--- config.mk ---
export PLATFORM = sky130hd
export DESIGN_NAME = cam_read_param_flat
export DESIGN_NICKNAME = d
export VERILOG_FILES = /design/src/rtl/cam_read_param_if.sv /design/src/rtl/cam_read_param.sv /design/src/flat_wrapper.sv
export SDC_FILE = /design/constraint.sdc
export NUM_CORES = 1
export LEC_CHECK = 0
export BUFFER_PORTS_ARGS = -buffer_cell sky130_fd_sc_hd__buf_2
export CORE_MARGIN = 1.5
export CORE_UTILIZATION = 51
export CTS_CLUSTER_SIZE = 28
export DETAILED_ROUTE_END_ITERATION = 6
export GPL_ROUTABILITY_DRIVEN = 0
export GPL_TIMING_DRIVEN = 0
export PLACE_DENSITY = 0.76
export SYNTH_ARGS = -nofsm -noshare
export SYNTH_HDL_FRONTEND = slang
export SYNTH_SLANG_ARGS = --single-unit
--- constraint.sdc ---
create_clock -name pclk -period 2.4 [get_ports pclk]
set_input_delay 0.24 -clock pclk [delete_from_list [all_inputs] [get_ports pclk]]
set_output_delay 0.24 -clock pclk [all_outputs]
set_load 0.03 [all_outputs]
--- src/rtl/cam_read_param_if.sv ---
// Camera byte bus and frame-buffer write port bundled together.
// The slave modport is the capture block's view, the master the surrounding system's.
interface cam_read_param_if #(
  parameter int ADDR_W = 15
);
  logic              vsync;
  logic              href;
  logic [7:0]        input_data;
  logic [ADDR_W-1:0] mem_addr;
  logic [7:0]        mem_data;
  logic              mem_we;

  modport master (
    output vsync, href, input_data,
    input  mem_addr, mem_data, mem_we
  );

  modport slave (
    input  vsync, href, input_data,
    output mem_addr, mem_data, mem_we
  );
endinterface

--- src/rtl/cam_read_param.sv ---
// Camera capture: frames a byte stream into RGB332/gray pixels and writes them,
// optionally decimated by 2, to a linear frame buffer.
module cam_read_param #(
  parameter int H_RES  = 160,
  parameter int V_RES  = 120,
  parameter int DECIM  = 1,
  parameter int ADDR_W = 15
) (
  input  logic            pclk,
  input  logic            rst,
  input  logic            enable,
  input  logic [1:0]      mode,
  cam_read_param_if.slave cam,
  output logic            frame_done,
  output logic            busy,
  output logic            line_err,
  output logic            frame_err,
  output logic [7:0]      frame_cnt
);

  localparam int SH    = (DECIM == 2) ? 1 : 0;
  localparam int H_OUT = H_RES / DECIM;
  localparam int CW    = $clog2(H_RES + 1);
  localparam int LW    = $clog2(V_RES + 2);

  typedef enum logic [1:0] {IDLE, WAIT_VS, WAIT_ACT, CAPTURE} state_t;

  state_t            state;
  logic              vsync_d;
  logic              href_d;
  logic              phase;
  logic [7:0]        b0;
  logic [7:0]        pix_val;
  logic [CW-1:0]     col_cnt;
  logic [LW-1:0]     line_cnt;
  logic              vs_rise;
  logic              vs_fall;
  logic              pix_done;
  logic              keep;
  logic              wr_ok;
  logic [ADDR_W-1:0] wr_addr;

  assign vs_rise  = cam.vsync & ~vsync_d;
  assign vs_fall  = ~cam.vsync & vsync_d;
  assign pix_done = cam.href & ((mode == 2'b11) | phase);
  assign keep     = (SH == 0) || (!col_cnt[0] && !line_cnt[0]);
  assign wr_ok    = (state == CAPTURE) && pix_done && (col_cnt < CW'(H_RES)) &&
                    (line_cnt < LW'(V_RES)) && keep;
  assign wr_addr  = ADDR_W'(32'(line_cnt >> SH) * H_OUT + 32'(col_cnt >> SH));

  always_comb begin
    pix_val = 8'h00;
    case (mode)
      2'b00:   pix_val = {b0[7:5], b0[2:0], cam.input_data[4:3]};
      2'b01:   pix_val = {b0[3:1], cam.input_data[7:5], cam.input_data[3:2]};
      2'b10:   pix_val = b0;
      default: pix_val = cam.input_data;
    endcase
  end

  // busy is kept in step with state so it is high exactly when state != IDLE
  always_ff @(posedge pclk or negedge rst) begin
    if (!rst) begin
      state      <= IDLE;
      busy       <= 1'b0;
      vsync_d    <= 1'b0;
      frame_done <= 1'b0;
      frame_cnt  <= 8'd0;
      frame_err  <= 1'b0;
    end else begin
      vsync_d    <= cam.vsync;
      frame_done <= 1'b0;
      case (state)
        IDLE: begin
          if (enable) begin
            state <= WAIT_VS;
            busy  <= 1'b1;
          end
        end
        WAIT_VS: begin
          if (!enable) begin
            state <= IDLE;
            busy  <= 1'b0;
          end else if (vs_rise) begin
            state <= WAIT_ACT;
          end
        end
        WAIT_ACT: begin
          if (!enable) begin
            state <= IDLE;
            busy  <= 1'b0;
          end else if (vs_fall) begin
            state <= CAPTURE;
          end
        end
        CAPTURE: begin
          if (vs_rise) begin
            frame_done <= 1'b1;
            frame_cnt  <= frame_cnt + 8'd1;
            if (line_cnt != LW'(V_RES)) frame_err <= 1'b1;
            if (enable) begin
              state <= WAIT_ACT;
            end else begin
              state <= IDLE;
              busy  <= 1'b0;
            end
          end
        end
        default: begin
          state <= IDLE;
          busy  <= 1'b0;
        end
      endcase
    end
  end

  // Counters saturate one past their limit so overruns stay detectable
  always_ff @(posedge pclk or negedge rst) begin
    if (!rst) begin
      href_d       <= 1'b0;
      phase        <= 1'b0;
      b0           <= 8'h00;
      col_cnt      <= '0;
      line_cnt     <= '0;
      line_err     <= 1'b0;
      cam.mem_we   <= 1'b0;
      cam.mem_addr <= '0;
      cam.mem_data <= 8'h00;
    end else begin
      href_d     <= cam.href;
      phase      <= cam.href ? ~phase : 1'b0;
      cam.mem_we <= wr_ok;
      if (cam.href && !phase) b0 <= cam.input_data;
      if (wr_ok) begin
        cam.mem_addr <= wr_addr;
        cam.mem_data <= pix_val;
      end
      if (state == WAIT_ACT && vs_fall) begin
        col_cnt  <= '0;
        line_cnt <= '0;
      end else if (state == CAPTURE) begin
        if (!cam.href) begin
          col_cnt <= '0;
        end else if (pix_done) begin
          if (col_cnt == CW'(H_RES)) line_err <= 1'b1;
          else                       col_cnt  <= col_cnt + 1'b1;
        end
        if (href_d && !cam.href && line_cnt != LW'(V_RES + 1))
          line_cnt <= line_cnt + 1'b1;
      end
    end
  end

endmodule

--- src/flat_wrapper.sv ---
// flat-port wrapper written by rule: the top's interface ports become plain ports
module cam_read_param_flat 
#(
  parameter int H_RES  = 160,
  parameter int V_RES  = 120,
  parameter int DECIM  = 1,
  parameter int ADDR_W = 15
)
  (pclk, rst, enable, mode, frame_done, busy, line_err, frame_err, frame_cnt, cam_vsync, cam_href, cam_input_data, cam_mem_addr, cam_mem_data, cam_mem_we);
  cam_read_param_if #(.ADDR_W(ADDR_W)) cam_i ();
  input  logic pclk;
  input  logic rst;
  input  logic enable;
  input  logic [1:0] mode;
  output logic frame_done;
  output logic busy;
  output logic line_err;
  output logic frame_err;
  output logic [7:0] frame_cnt;
  input wire logic [$bits(cam_i.vsync)-1:0] cam_vsync;
  input wire logic [$bits(cam_i.href)-1:0] cam_href;
  input wire logic [$bits(cam_i.input_data)-1:0] cam_input_data;
  output wire logic [$bits(cam_i.mem_addr)-1:0] cam_mem_addr;
  output wire logic [$bits(cam_i.mem_data)-1:0] cam_mem_data;
  output wire logic [$bits(cam_i.mem_we)-1:0] cam_mem_we;
  assign cam_i.vsync = cam_vsync;
  assign cam_i.href = cam_href;
  assign cam_i.input_data = cam_input_data;
  assign cam_mem_addr = cam_i.mem_addr;
  assign cam_mem_data = cam_i.mem_data;
  assign cam_mem_we = cam_i.mem_we;
  cam_read_param #(.H_RES(H_RES), .V_RES(V_RES), .DECIM(DECIM), .ADDR_W(ADDR_W)) u_core (.pclk(pclk), .rst(rst), .enable(enable), .mode(mode), .cam(cam_i), .frame_done(frame_done), .busy(busy), .line_err(line_err), .frame_err(frame_err), .frame_cnt(frame_cnt));
endmodule
==> out/metrics.yaml, run 1 <==
status: "finished, violations left"
violations: "setup timing"
path_common_cell: "ha_4"
r2r.worst_path.cells: 9
vias: 2564
yosysTopAreaCell: "dfrtp_1"
finalWirelength_um: 7290
cp_max_fo: 3
power_density_nw_per_um2: 909
fmax_mhz: 416
wl_met1_um: 3270
tns_ps: -3.40
rows: 29
crit_path_max_incr_delay_ps: 470
final.setup_skew_ps: 6.91
wl_met3_um: 286
seq_area_frac_synth_pct: 47.4
routed.top_layer: "met4"
finalCritPeriodShare_pct: 100
clkLatencyLatePin_ps: 340
ir_worst_vdd_uv: 740
path_buf_inv: 1
hold_class: "in2reg"
pre_cts_ws_ps: -159
area_growth_pct: 23.4
worstPathArrival_ps: 2670
critPathTopFamily: "adder cells"
synth_nets: 358
path_class: "reg2reg"
yosys_register_bits: 64
post-place-cells: 449
grt_antenna_before_repair: 0
pin_count: 51
grt_overflow: 0
cts_sinks: 64
via_per_inst: 5.41
diodes: 0
grt_pass1_wl_um: 12100
ys.flop_type: "dfrtp_1"
synth-edff-count: 0
syn_area_um2: 3380
finalCriticalPeriod_ps: 2400
r2r-end: "u_core.cam.mem_addr[13]$_DFFE_PN0P_"
setup_slack_ps: -3.40
initial_utilization_pct: 52.9
leakagePower_nw: 2.04
netlist_top_cells_area: "dfrtp_1 47%, ha_1 7.0%, nand2_1 5.6%, xor2_1 3.4%, mux4_2 3.3%"
drt_iter0_drc: 95
cts_tree: "yes"
ff2ff_setup_slack_ps: -3
detailed_place_hpwl_um: 5050
startpoint_type: "flip-flop"
worstMarginPinSlew_ps: 638
nNetsFinal: 428
setup_viol: 1
layout_common_cells: "59 x dfrtp_1, 50 x buf_2, 49 x nand2_1, 20 x nor2_1, 20 x o21ai_0"
antenna_left: 0
grt_max_degree: 38
coreArea_um2: 6390
cts_buffers: 9
regArea_um2: 1610
grt_usage_pct: 22.0
die_w_um: 84.4
multiInputGateArea_um2: 1800
max-clock-path-buffers: 2
first_pass_iters: 6
wl_per_cell_um: 15.4
drc_errors: 0
crit_required_ps: 2660
async_reset_ff_share_pct: 100
yosysUniqueCellTypes: 54
grt_pass1_vias: 2525
chipHeight_um: 84.4
min-delay-start: "cam_vsync"
postSynthCellCount: 322
post_synth.cell_area_avg_um2: 10.5
cts_htree_levels: 3
holdPathEnd: "u_core.vsync_d$_DFF_PN0_"
mostFrequentLayoutCell: "dfrtp_1"
cap_violations: 0
maxSlewViolCount: 0
cp_slowest_cell: "or4b_1"
route.met2.wl_um: 3600
hold_viol: 0
fin_cells: 474
end_kind: "flip-flop"
fillCellCount: 497
synth_top_cell_area_share_pct: 47.4
rr_startpoint: "u_core.line_cnt[3]$_DFFE_PN0P_"
rsz0062_at_grt: "true"
hold_depth: 1
crit_chain: "ha_4, ha_4, inv_2, fa_2, nand2b_4, o2bb2ai_4, xor2_2, or4b_1, a31oi_1"
die_area_um2: 7130
port_buffers: 49
drive_gt1_share_pct: 29.7
ys_warn_count: 0
utilization_pct: 65.3
ctsRootBufferMaster: "clkbuf_8"
clk_pin_slew_ps: 70
totalPowerFinal_mw: 3.79
slew_headroom_pct: 57.5
==> registers in the layout (all words and copies together) (netlist names) <==
| name | flops |
|---|---|
| u_core.frame_done | 1 |
| u_core.b0 | 8 |
| u_core.cam.mem_data | 8 |
| u_core.phase | 1 |
| u_core.line_err | 1 |
| u_core.state | 2 |
| u_core.cam.mem_we | 1 |
| u_core.vsync_d | 1 |
| u_core.col_cnt | 8 |
| u_core.line_cnt | 7 |
| u_core.frame_err | 1 |
| u_core.frame_cnt | 8 |
| u_core.href_d | 1 |
| u_core.cam.mem_addr | 15 |
| u_core.busy | 1 |
==> report_power, final <==
part	internal (mW)	total [mW]	switching [mW]
sequential	1.33	1.52	0.192
combinational	0.454	1.25	0.792
clock	0.611	1.02	0.413
total	2.39	3.79	1.40
==> cell families after synthesis <==
| family | share of synthesized area (%) |
|---|---|
| buf+inv | 3.26 |
| flops | 47.4 |
| simple gates | 17.2 |
| fa+ha+maj | 8.22 |
| mux | 7.22 |
| compound gates | 10.5 |
| xor+xnor | 6.22 |
==> how the worst max path moves through the flow <==
| stage | startpoint | endpoint | depth (start not counted) |
|---|---|---|---|
| 2_1_floorplan | u_core.line_cnt[3]$_DFFE_PN0P_ | u_core.cam.mem_addr[13]$_DFFE_PN0P_ | 9 |
| 3_3_place_gp | u_core.line_cnt[3]$_DFFE_PN0P_ | u_core.cam.mem_addr[13]$_DFFE_PN0P_ | 9 |
| 3_5_place_dp | u_core.line_cnt[3]$_DFFE_PN0P_ | u_core.cam.mem_addr[13]$_DFFE_PN0P_ | 9 |
| 4_1_cts | u_core.line_cnt[3]$_DFFE_PN0P_ | u_core.cam.mem_addr[13]$_DFFE_PN0P_ | 9 |
| 5_1_grt | u_core.line_cnt[1]$_DFFE_PN0P_ | u_core.cam.mem_addr[13]$_DFFE_PN0P_ | 9 |
| 6_report | u_core.line_cnt[3]$_DFFE_PN0P_ | u_core.cam.mem_addr[13]$_DFFE_PN0P_ | 9 |
==> cell usage after synthesis, types with 3 or more instances <==
library cell	instances
dfrtp_1	64
nand4_1	7
nor2_1	22
mux2_2	9
mux2i_1	3
a21o_1	5
clkbuf_1	5
nand3_1	6
nand2_1	50
inv_1	15
a31oi_1	5
xor2_1	13
nand2b_1	4
ha_1	19
nor2b_1	6
xnor2_1	11
o21ai_0	20
mux4_2	5
a21oi_1	6
and3_1	4
==> layer usage <==
metal | global-route usage [%] | vias to the layer above
met4 | 7.33 | 0
met5 | 0 | -
met1 | 28.2 | 1238
met2 | 36.0 | 53
met3 | 6.49 | 8
li1 | - | 1265
==> area by class of cell <==
| class | instances | area share (%) |
|---|---|---|
| tap | 77 | 2.31 |
| buffer | 9 | 1.20 |
| sequential | 64 | 38.6 |
| multi-input combinational | 233 | 43.1 |
| clock buffer | 11 | 3.39 |
| clock inverter | 5 | 1.92 |
| inverter | 16 | 1.44 |
| timing repair buffer | 59 | 8.04 |
==> metrics by stage <==
step,instance area [µm²],hold slack (ps)
after floorplan,3410,-55.6
after global placement,3750,393
after detailed placement,3770,296
after CTS,4170,25.1
after global routing,4170,29.6
final,4170,45.1
==> repair_timing <==
item,in CTS,in global routing
endpoints found under the hold margin,27,0
gates resized for setup,20,0
setup endpoints to repair,3,1
setup buffers,8,0
pin swaps,6,1
hold buffers,1,0
Power figures use the tool's default switching activity.
==> run 2, diff against run 1 <==
Settings changed: GPL_TIMING_DRIVEN 0 to unset.
==> run 2 against run 1 <==
Sequential share of layout area increased by 0.99 points. The flow still finishes with violations (setup timing). Critical endpoint unchanged. Highest routed layer unchanged. Critical path depth unchanged. Core utilization down 1.9 points. Worst hold slack better by 4.8 ps.
==> out/metrics.yaml, run 2 (synthesis gave the netlist of run 1 again) <==
status: "finished, violations left"
violations: "setup timing"
worstMarginPinSlew_ps: 730  # +92.6 ps
grt_pass1_vias: 2717  # +7.6%
fmax_mhz: 406  # -2.4%
max-clock-path-buffers: 2  # unchanged
grt_pass1_wl_um: 12300  # +1.5%
crit_chain: "ha_1, ha_2, inv_2, fa_2, nand2b_4, o2bb2ai_2, xor2_1, or4b_1, a31oi_1"
cap_violations: 0  # unchanged
drive_gt1_share_pct: 28.1  # -1.6 points
cp_slowest_cell: "or4b_1"
cp_max_fo: 3  # unchanged
chipHeight_um: 84.4  # unchanged
hold_class: "in2reg"
drc_errors: 0  # unchanged
cts_sinks: 64  # unchanged
multiInputGateArea_um2: 1720  # -4.7%
grt_max_degree: 40  # +5.3%
largest-register: "u_core.cam.mem_addr"
cts_tree: "yes"
pin_count: 51  # unchanged
detailed_place_hpwl_um: 5320  # +5.3%
finalCriticalPeriod_ps: 2460  # +60.1 ps
first_pass_iters: 4  # -2
totalPowerFinal_mw: 3.49  # -7.9%
die_area_um2: 7130  # unchanged
layout_common_cells: "64 x dfrtp_1, 50 x buf_2, 49 x nand2_1, 20 x nor2_1, 20 x o21ai_0"
cts_htree_levels: 3  # unchanged
crit_required_ps: 2660  # about the same
crit_path_max_incr_delay_ps: 520  # +50 ps
leakagePower_nw: 2.06  # +0.72%
rows: 29  # unchanged
clk_pin_slew_ps: 70  # about the same
largest_reg_flops: 15  # unchanged
wl_per_cell_um: 14.6  # -5.0%
initial_utilization_pct: 52.9  # unchanged
clkLatencyLatePin_ps: 340  # about the same
tns_ps: -63.5  # -60.1 ps
port_buffers: 50  # +2.0%
vias: 2573  # +0.35%
setup_slack_ps: -63.5  # -60.1 ps
area_growth_pct: 19.8
ctsRootBufferMaster: "clkbuf_8"
die_w_um: 84.4  # unchanged
final.setup_skew_ps: 7.75  # +0.837 ps
coreArea_um2: 6390  # unchanged
cts_buffers: 9  # unchanged
mostFrequentLayoutCell: "dfrtp_1"
ir_worst_vdd_uv: 750  # +1.4%
finalCritPeriodShare_pct: 103  # +2.5 points
drt_iter0_drc: 133  # +40%
pre_cts_ws_ps: -43.1  # +116 ps
end_kind: "flip-flop"
maxSlewViolCount: 0  # unchanged
regArea_um2: 1600  # -0.39%
setup_viol: 1  # unchanged
path_class: "reg2reg"
slew_headroom_pct: 51.2  # -6.3 points
rsz0062_at_grt: "true"
hold_viol: 0  # unchanged
path_buf_inv: 1  # unchanged
grt_antenna_before_repair: 0  # unchanged
worstPathArrival_ps: 2720  # +50 ps
finalWirelength_um: 6940  # -4.8%
startpoint_type: "flip-flop"
grt_overflow: 0  # unchanged
power_density_nw_per_um2: 862  # -5.2%
via_per_inst: 5.42  # +0.14%
diodes: 0  # unchanged
nNetsFinal: 430  # +0.47%
grt_usage_pct: 21.6  # -0.37 points
antenna_left: 0  # unchanged
critPathTopFamily: "adder cells"
fillCellCount: 519  # +4.4%
run 2: timing repair:
item                                    in CTS  in global routing
gates resized for setup                      1                  3
hold buffers                                 1                  0
pin swaps                                    2                  0
setup buffers                                1                  0
hold endpoints to repair                    25                  0
endpoints found under the setup margin       2                  3
run 2: routing by layer:
layer  routed length [µm]  track usage (%)  vias to the layer above
met5                    0                0                        -
li1                     -                -                     1270
met3                  332             6.29                        8
met1                 2920             26.1                     1234
met2                 3580             37.6                       61
met4                   99             6.30                        0
run 2: through the flow:
step / instance area [µm²] / utilization (%) / cells / hold slack (ps)
after floorplan: 3410 / - / 322 / -55.6
after global placement: 3850 / 60.3 / 458 / 269
after detailed placement: 3850 / 60.3 / 458 / 277
after CTS: 4040 / 63.2 / 475 / 28.0
after global routing: 4050 / 63.4 / 475 / 39.3
final: 4050 / 63.4 / 475 / 49.9
run 2: final timing paths:
check | slack (ps) | cells past startpoint | to | from
max | -60 | 9 | u_core.cam.mem_addr[13]$_DFFE_PN0P_ | u_core.line_cnt[3]$_DFFE_PN0P_
min | 50 | 1 | u_core.vsync_d$_DFF_PN0_ | cam_vsync
max reg2reg | -60 | 9 | u_core.cam.mem_addr[13]$_DFFE_PN0P_ | u_core.line_cnt[3]$_DFFE_PN0P_
min reg2reg | 470 | 1 | u_core.frame_cnt[7]$_DFFE_PN0P_ | u_core.frame_cnt[7]$_DFFE_PN0P_
max in group asynchronous | 1340 | 3 | u_core.col_cnt[2]$_DFFE_PN0P_ | rst
min in group asynchronous | 450 | 2 | u_core.cam.mem_addr[14]$_DFFE_PN0P_ | rst
run 2: cell type report:
cell class / instances / area share (%)
multi-input cells: 233 / 42.4
clock inverters: 6 / 0.927
flip-flops and latches: 64 / 39.5
inverters: 16 / 1.48
repair buffers: 70 / 10.3
well taps: 77 / 2.38
clock buffers: 9 / 3.06
run 2: power by group:
group	leakage, nW	total, mW	internal [mW]	switching [mW]
clock network	0.0769	0.762	0.362	0.400
registers	0.835	1.51	1.33	0.182
logic	1.15	1.22	0.432	0.788
run 2: worst register-to-register path, cell delays in order, from the launching register on:
cell,delay [ps]
dfrtp_1,400
ha_1,300
ha_2,190
inv_2,50
fa_2,360
nand2b_4,150
o2bb2ai_2,120
xor2_1,160
or4b_1,520
a31oi_1,140
